$ cat src/rtl/irq_pkg.sv
// Shared constants and state encoding for the machine-mode interrupt controller.
package irq_pkg;

  localparam logic [3:0] CAUSE_MSI = 4'd3;
  localparam logic [3:0] CAUSE_MTI = 4'd7;
  localparam logic [3:0] CAUSE_MEI = 4'd11;

  localparam int MIP_MSIP = 3;
  localparam int MIP_MTIP = 7;
  localparam int MIP_MEIP = 11;

  localparam logic [2:0] ADDR_MSIP        = 3'd0;
  localparam logic [2:0] ADDR_MTIMECMP_LO = 3'd1;
  localparam logic [2:0] ADDR_MTIMECMP_HI = 3'd2;
  localparam logic [2:0] ADDR_MTIME_LO    = 3'd3;
  localparam logic [2:0] ADDR_MTIME_HI    = 3'd4;

  typedef enum logic [1:0] {
    IDLE   = 2'd0,
    REQ    = 2'd1,
    ACTIVE = 2'd2
  } irq_state_t;

endpackage

$ cat src/rtl/irq_ctrl_if.sv
// Register bus and core trap handshake between irq_ctrl and its neighbours.
interface irq_ctrl_if #(parameter int XLEN = 32);
  logic            bus_we;
  logic [2:0]      bus_addr;
  logic [31:0]     bus_wdata;
  logic [31:0]     bus_rdata;
  logic            irq_req;
  logic [XLEN-1:0] irq_cause;
  logic            irq_ack;
  logic            mret;

  modport slave (
    input  bus_we, bus_addr, bus_wdata, irq_ack, mret,
    output bus_rdata, irq_req, irq_cause
  );

  modport master (
    output bus_we, bus_addr, bus_wdata, irq_ack, mret,
    input  bus_rdata, irq_req, irq_cause
  );
endinterface

$ cat src/rtl/irq_mtimer.sv
// Prescaled 64-bit mtime, mtimecmp and the registered timer-pending compare.
module irq_mtimer
  import irq_pkg::*;
#(
  parameter int TIMER_DIV = 1
) (
  input  logic        clock,
  input  logic        reset,
  input  logic        bus_we,
  input  logic [2:0]  bus_addr,
  input  logic [31:0] bus_wdata,
  output logic [31:0] rdata,
  output logic        mtip
);

  localparam int PW = (TIMER_DIV > 1) ? $clog2(TIMER_DIV) : 1;
  localparam logic [PW-1:0] PRE_LAST = PW'(TIMER_DIV - 1);

  logic [PW-1:0] prescaler;
  logic [63:0]   mtime;
  logic [63:0]   mtimecmp;
  logic          tick;

  assign tick = (prescaler == PRE_LAST);

  always_ff @(posedge clock) begin
    if (reset) begin
      prescaler <= '0;
      mtime     <= '0;
      mtimecmp  <= '1;
      mtip      <= 1'b0;
    end else begin
      prescaler <= tick ? '0 : prescaler + 1'b1;
      mtip      <= (mtime >= mtimecmp);
      // a bus write to either half swallows a coincident increment
      if (bus_we && bus_addr == ADDR_MTIME_LO)
        mtime[31:0] <= bus_wdata;
      else if (bus_we && bus_addr == ADDR_MTIME_HI)
        mtime[63:32] <= bus_wdata;
      else if (tick)
        mtime <= mtime + 64'd1;
      if (bus_we && bus_addr == ADDR_MTIMECMP_LO)
        mtimecmp[31:0] <= bus_wdata;
      else if (bus_we && bus_addr == ADDR_MTIMECMP_HI)
        mtimecmp[63:32] <= bus_wdata;
    end
  end

  always_comb begin
    rdata = '0;
    case (bus_addr)
      ADDR_MTIMECMP_LO: rdata = mtimecmp[31:0];
      ADDR_MTIMECMP_HI: rdata = mtimecmp[63:32];
      ADDR_MTIME_LO:    rdata = mtime[31:0];
      ADDR_MTIME_HI:    rdata = mtime[63:32];
      default:          rdata = '0;
    endcase
  end

endmodule

$ cat src/rtl/irq_ctrl.sv
// Machine-mode interrupt controller: pending bits, fixed-priority arbiter and
// request/ack/mret handshake with the core.
//
// state  | meaning
// IDLE   | no request outstanding, arbitrating every cycle
// REQ    | irq_req high, cause tracks highest eligible source
// ACTIVE | trap taken, blocked until the handler retires mret
module irq_ctrl
  import irq_pkg::*;
#(
  parameter int XLEN      = 32,
  parameter int TIMER_DIV = 1
) (
  input  logic            clock,
  input  logic            reset,
  input  logic            ext_irq,
  input  logic            mstatus_mie,
  input  logic [XLEN-1:0] mie_in,
  output logic [XLEN-1:0] mip_out,
  irq_ctrl_if.slave       bus
);

  irq_state_t      state_q, state_d;
  logic [XLEN-1:0] cause_q, cause_d;
  logic [XLEN-1:0] arb_cause;
  logic            ext_meta, meip, msip, mtip;
  logic            elig_mei, elig_msi, elig_mti, any_elig;
  logic [31:0]     timer_rdata;
  logic            unused_mie;

  irq_mtimer #(.TIMER_DIV(TIMER_DIV)) u_mtimer (
    .clock     (clock),
    .reset     (reset),
    .bus_we    (bus.bus_we),
    .bus_addr  (bus.bus_addr),
    .bus_wdata (bus.bus_wdata),
    .rdata     (timer_rdata),
    .mtip      (mtip)
  );

  always_ff @(posedge clock) begin
    if (reset) begin
      ext_meta <= 1'b0;
      meip     <= 1'b0;
      msip     <= 1'b0;
    end else begin
      ext_meta <= ext_irq;
      meip     <= ext_meta;
      if (bus.bus_we && bus.bus_addr == ADDR_MSIP)
        msip <= bus.bus_wdata[0];
    end
  end

  always_comb begin
    mip_out           = '0;
    mip_out[MIP_MSIP] = msip;
    mip_out[MIP_MTIP] = mtip;
    mip_out[MIP_MEIP] = meip;
  end

  assign elig_mei = mstatus_mie & mie_in[MIP_MEIP] & meip;
  assign elig_msi = mstatus_mie & mie_in[MIP_MSIP] & msip;
  assign elig_mti = mstatus_mie & mie_in[MIP_MTIP] & mtip;
  assign any_elig = elig_mei | elig_msi | elig_mti;

  assign unused_mie = ^{mie_in[XLEN-1:12], mie_in[10:8], mie_in[6:4], mie_in[2:0]};

  always_comb begin
    arb_cause         = '0;
    arb_cause[XLEN-1] = 1'b1;
    if (elig_mei)      arb_cause[3:0] = CAUSE_MEI;
    else if (elig_msi) arb_cause[3:0] = CAUSE_MSI;
    else               arb_cause[3:0] = CAUSE_MTI;
  end

  always_ff @(posedge clock) begin
    if (reset) begin
      state_q <= IDLE;
      cause_q <= '0;
    end else begin
      state_q <= state_d;
      cause_q <= cause_d;
    end
  end

  always_comb begin
    state_d = state_q;
    cause_d = cause_q;
    case (state_q)
      IDLE: begin
        if (any_elig) begin
          state_d = REQ;
          cause_d = arb_cause;
        end
      end
      REQ: begin
        // ack beats a same-cycle withdrawal; cause is frozen at the ack
        if (bus.irq_ack) state_d = ACTIVE;
        else if (any_elig) cause_d = arb_cause;
        else state_d = IDLE;
      end
      ACTIVE: begin
        if (bus.mret) state_d = IDLE;
      end
      default: state_d = IDLE;
    endcase
  end

  assign bus.irq_req   = (state_q == REQ);
  assign bus.irq_cause = cause_q;
  assign bus.bus_rdata = (bus.bus_addr == ADDR_MSIP) ? {31'b0, msip} : timer_rdata;

endmodule

$ cat src/flat_wrapper.sv
// flat-port wrapper written by rule: the top's interface ports become plain ports
module irq_ctrl_flat import irq_pkg::*;
#(
  parameter int XLEN      = 32,
  parameter int TIMER_DIV = 1
)
  (clock, reset, ext_irq, mstatus_mie, mie_in, mip_out, bus_bus_we, bus_bus_addr, bus_bus_wdata, bus_irq_ack, bus_mret, bus_bus_rdata, bus_irq_req, bus_irq_cause);
  irq_ctrl_if #(.XLEN(XLEN)) bus_i ();
  input  logic clock;
  input  logic reset;
  input  logic ext_irq;
  input  logic mstatus_mie;
  input  logic [XLEN-1:0] mie_in;
  output logic [XLEN-1:0] mip_out;
  input wire logic [$bits(bus_i.bus_we)-1:0] bus_bus_we;
  input wire logic [$bits(bus_i.bus_addr)-1:0] bus_bus_addr;
  input wire logic [$bits(bus_i.bus_wdata)-1:0] bus_bus_wdata;
  input wire logic [$bits(bus_i.irq_ack)-1:0] bus_irq_ack;
  input wire logic [$bits(bus_i.mret)-1:0] bus_mret;
  output wire logic [$bits(bus_i.bus_rdata)-1:0] bus_bus_rdata;
  output wire logic [$bits(bus_i.irq_req)-1:0] bus_irq_req;
  output wire logic [$bits(bus_i.irq_cause)-1:0] bus_irq_cause;
  assign bus_i.bus_we = bus_bus_we;
  assign bus_i.bus_addr = bus_bus_addr;
  assign bus_i.bus_wdata = bus_bus_wdata;
  assign bus_i.irq_ack = bus_irq_ack;
  assign bus_i.mret = bus_mret;
  assign bus_bus_rdata = bus_i.bus_rdata;
  assign bus_irq_req = bus_i.irq_req;
  assign bus_irq_cause = bus_i.irq_cause;
  irq_ctrl #(.XLEN(XLEN), .TIMER_DIV(TIMER_DIV)) u_core (.clock(clock), .reset(reset), .ext_irq(ext_irq), .mstatus_mie(mstatus_mie), .mie_in(mie_in), .mip_out(mip_out), .bus(bus_i));
endmodule
$ cat config.mk
export PLATFORM = sky130hd
export DESIGN_NAME = irq_ctrl_flat
export DESIGN_NICKNAME = d
export VERILOG_FILES = /design/src/rtl/irq_pkg.sv /design/src/rtl/irq_ctrl_if.sv /design/src/rtl/irq_mtimer.sv /design/src/rtl/irq_ctrl.sv /design/src/flat_wrapper.sv
export SDC_FILE = /design/constraint.sdc
export NUM_CORES = 1
export LEC_CHECK = 0
export ABC_AREA = 1
export CAP_MARGIN = 20
export CORE_MARGIN = 2
export CORE_UTILIZATION = 59
export DETAILED_ROUTE_END_ITERATION = 10
export PLACE_DENSITY = 0.87
export SYNTH_ARGS = -nofsm -noshare
export SYNTH_HDL_FRONTEND = slang
export SYNTH_SLANG_ARGS = --single-unit
$ cat constraint.sdc
create_clock -name clock -period 5.45 [get_ports clock]
set_clock_uncertainty 0.05 [all_clocks]
set_input_delay 1.3625 -clock clock [delete_from_list [all_inputs] [get_ports clock]]
set_output_delay 1.3625 -clock clock [all_outputs]
set_load 0.03 [all_outputs]
# Yosys cells after proc, flatten, opt, wreduce, memory -nomap -nowiden
# Cells that the tools add are included.
# word_totals
word_cells,68
output_inout_bits,97
latch_bits,0
memories,0
rom_bits,0
in_bits,74
mem_bits_rw,0
ff_bits,167
# op_classes
div,0
n_eq_ne,13
muxes,16
n_addsub,2
n_bitwise,11
n_shift,0
order_cmp,1
reduce_logical,14
n_mul,0
# ops
operator,n
32-bit two-way mux,6
32-bit one-hot mux with 4 select lines,1
64-bit by 1-bit adder with 64-bit output (second input constant),1
64-bit greater-or-equal comparator,1
64-bit two-way mux,1
32-bit one-hot mux with 2 select lines,1
2-bit two-way mux,4
2-bit AND reduction,4
1-bit bitwise AND,6
3-bit by 2-bit == test with 1-bit output (second input constant),2
2-bit by 1-bit != test with 1-bit output (second input constant),3
2-bit != test (second input constant),3
2-bit one-hot mux with 3 select lines,1
1-bit logical AND,5
4-bit two-way mux,1
3-bit by 1-bit == test with 1-bit output (second input constant),1
3-bit == test (second input constant),1
3-bit zero test,1
3-bit two-way mux,1
3-bit != test (second input constant),1
1-bit inverter,3
3-bit AND reduction,1
2-bit by 1-bit == test with 1-bit output (second input constant),1
2-bit == test (second input constant),1
other kinds (5),6

# Longest topological paths before layout
# depth
word_depth,7
depth_mapped,15

# By module
# A second synthesis with hierarchy kept.
# unflattened
cells_unflattened,1695
area_unflattened_um2,10595.2
# modules_own_cells
mod,area_each_um2,cells_per_inst,instances
irq_mtimer,9547.9,1525,1
irq_ctrl,1047.3,170,1

# Worst setup path before layout
# No wires, ideal clock.
# synth_timing
path_kind,in2out
from,input port bus_bus_addr[0]
to,output port bus_bus_rdata[24]
path_buffers,1
slack_ns,1.652
t_required_ns,4.038
cell_stages,6
arrival_ns,2.386
path_cell_list,inv_1 -> nor2_2 -> nand2_1 -> inv_2 -> clkbuf_1 -> a221o_1
# synth_via
elab_chain_cells,3
# synth_lines
element,line,text
start: declaration,flat_wrapper.sv:16,input wire logic [$bits(bus_i.bus_addr)-1:0] bus_bus_addr;
3-bit == test (tied with other cells),irq_mtimer.sv:51,case (bus_addr)
32-bit one-hot mux with 4 select lines,irq_mtimer.sv:51,
32-bit two-way mux *,irq_ctrl.sv:111,"assign bus.bus_rdata = (bus.bus_addr == ADDR_MSIP) ? {31'b0, msip} : timer_rdata;"
end: declaration,flat_wrapper.sv:20,output wire logic [$bits(bus_i.bus_rdata)-1:0] bus_bus_rdata;
# Every way passes the cells marked *; elsewhere a longest branch is shown, timed or not.

# Final worst setup path
# layout_timing
from,input port bus_bus_addr[0]
to,output port bus_bus_rdata[26]
# The elaborated chain is that of the path after synthesis.

==> results.md <==
* Status: complete, no violations
* Net Switching at 0.803 mW
* Cell area after synthesis at 10400 µm²
* Core area at 17300 µm²
* Crit path launch type: primary input
* PortBufs at 85
* Area of the multi-input gates at 6420 µm²
* Final Max Slew Viols at 0
* Global-route wire length before repair at 54400 µm
* Cell Rows at 48
* M1 GR Usage at 49.6%
* Gate power share at 15.3%
* CTS buffer count at 17
* Synth top area share at 26.6%
* Arrival time worst endpoint at 3.61 ns
* CTS tree: yes
* Final instance area at 11900 µm²
* Tot GR Track Use at 37.9%
* Hold Vio Cnt, Final at 0
* Post-route ant nets at 0
* Rel. slew slack at 21.0%
* Crit path capture type: output port
* Max-cap violations at 0
* Clock buffer depth at 2
* Count leader, synth: nand2_1
* Vias in the first global route at 10.3k
* Yosys reg bits at 138
* FMAX at 199 MHz
* VDD IR-drop max at 0.213 mV
* RePlAce Congestion at 1.01
* Setup TNS at 0 ns
* Grt met2 use at 60.0%
* H-tree levels at 4
* Clock-pin slew on the worst setup and hold paths at 0.06 ns
* Leak at 5.43 nW
* Root buf cell: clkbuf_16
* Switching share of power at 28.9%
* Min Tclk post-route at 5.02 ns
* GRT busiest layer: met2
* EDFF count, synth at 0
* Final WL at 35400 µm
* N_diodes at 0
* First DRT Iteration DRCs at 1338
* Storage element area at 2760 µm²
* Post-layout nets at 1837
* Worst skew pair latency at 0.44 ns
* Pwr dens at 234 nW/µm²
* Die area at 18700 µm²
* Area grow syn2layout at 13.9%
* Biggest area consumer among synthesized cells: dfxtp_1
* Share of post-route cells with drive strength above 1 at 6.02%
* Overall via count from detail_route at 11.6k
* Largest net degree at the start of global routing at 60
* Synth Flop Type: dfxtp_1
* CP Class: primary input to output port
* Syn. warnings at 0
* CP required at 4.04 ns
* Layout fillers at 1559
* Post_cts resized at 0
* WHS at 0.385 ns
* Via-to-Cell Ratio at 5.98
* Fin util at 68.5%
* Half-perimeter wire length after placement at 25900 µm
* Synth top area cells: dfxtp_1 (27%), nand2_1 (17%), ha_1 (7.8%)
* FFs w/ async S/R, synth at 0%
* Clock group share of total power at 46.0%
* IO Pins at 171
* Vert. Die Dim at 137 µm
* Yosys cell types at 44
* DRC at 0
* Pint at 1.97 mW
* CP max FO at 20
* Seq/Total Area, Yosys at 26.6%
* Hold-fix buffers, CTS at 0
* Post-CTS Setup Inserts at 0
* Initial core utilization at 60.1%
* Worst-Margin Slew at 1.18 ns
* Cells after Synth at 1647
* Initial antenna violation count at 0
* Die X at 137 µm
* Hold/Removal Path Class: register to register
* Top post-synthesis cells by count: nand2_1 (471), nor2_1 (186), inv_1 (185)
* DRT Pass-1 Iters at 7
* Syn avg cell area at 6.32 µm²
* GRT overflow at 0
* RSZ-0062 raised after global routing: no
* TritonCTS sink count at 138
* Final critical-path share of the clock period at 92.1%
* Grt met3 use at 8.37%
* Setup Viol. Count Final at 0
* Routed len/inst at 18.3 µm
* Placed cell areas at 11200 µm²
* Flop pwr share at 38.6%
## worst paths after layout
kind                                                              from                         endpoint  slack, ns  depth (start not counted)
worst max-delay path                                   bus_bus_addr[0]                bus_bus_rdata[26]       0.43                          7
worst min-delay path                        u_core.ext_meta$_SDFF_PP0_           u_core.meip$_SDFF_PP0_       0.38                          2
worst min register to register              u_core.ext_meta$_SDFF_PP0_           u_core.meip$_SDFF_PP0_       0.38                          2
worst max register to register  u_core.u_mtimer.mtime[47]$_SDFFE_PP0P_  u_core.u_mtimer.mtip$_SDFF_PP0_       2.86                          7
## logic make-up (layout without fill, tap and decap cells)
group / Yosys count / after routing / synth area share, %
other: 1 / 57 / 0.0360
DFF: 138 / 138 / 26.6
xor gates and xnor gates: 13 / 13 / 1.09
buffers and inverters: 316 / 323 / 14.0
and+or+nand+nor: 776 / 776 / 30.3
adders and majority gates: 65 / 65 / 7.82
AOI/OAI and AO/OA: 338 / 338 / 20.2
## stage by stage
step                      setup WS (ns)  total power [mW]  std cells
after floorplan                    1.65              1.39       1703
after global placement            0.547              1.50       1904
after detailed placement          0.492              1.51       1904
after CTS                         0.479              2.76       1935
after global routing              0.328              2.85       1935
final                             0.428              2.78       1935
## power groups by stage
| stage | Sequential, mW | Clock (mW) | Combinational [mW] |
|---|---|---|---|
| global route | 1.08 | 1.32 | 0.458 |
| detailed placement | 1.09 | 0 | 0.416 |
| floorplan | 1.08 | 0 | 0.304 |
| CTS | 1.07 | 1.27 | 0.419 |
| finish | 1.07 | 1.28 | 0.426 |
| global placement | 1.09 | 0 | 0.406 |
## per-layer routing
metal | share of wire [%] | wire, µm | vias to the layer above
met3 | 11 | 3930 | 106
met1 | 40 | 14200 | 5341
met5 | 0 | 0 | -
li1 | - | - | 5402
met2 | 45 | 15800 | 713
met4 | 3.9 | 1380 | 0
## worst max-delay path, stage by stage
cell and delay, ns:
clkdlybuf4s50_1 0.48, inv_1 0.07, nor2_2 0.15, nand2_1 0.15, inv_2 0.46, a221o_1 0.25, clkdlybuf4s50_1 0.68
## sequential cells by signal (all words and copies together), names as in the netlist
signal and count:
u_core.state_q 2, u_core.bus.irq_cause 3, u_core.u_mtimer.prescaler 1, u_core.u_mtimer.mtip 1, u_core.meip 1, u_core.u_mtimer.mtime 64, u_core.u_mtimer.mtimecmp 64, u_core.ext_meta 1
u_core.msip 1
## area by class of cell
type | count | share of cell area (%)
flip-flops and latches | 138 | 23.3
multi-input cells | 1249 | 54.2
well taps | 225 | 2.38
clock inverters | 11 | 1.44
clock buffers | 20 | 3.85
repair buffers | 100 | 8.76
inverters | 192 | 6.08
## placed cells by master, fill, tap and decap left out, drive strengths merged, types with 8 or more instances in the layout
cell type	instances
nand2	479
nor2	197
inv	191
dfxtp	138
a21oi	123
o21ai	70
o211ai	66
ha	65
nand3	63
clkdlybuf4s50	61
conb	57
buf	39
o22ai	34
a221o	31
clkbuf	20
nor3	14
nand4	10
xor2	9
clkinv	8
Power figures use the tool's default switching activity.
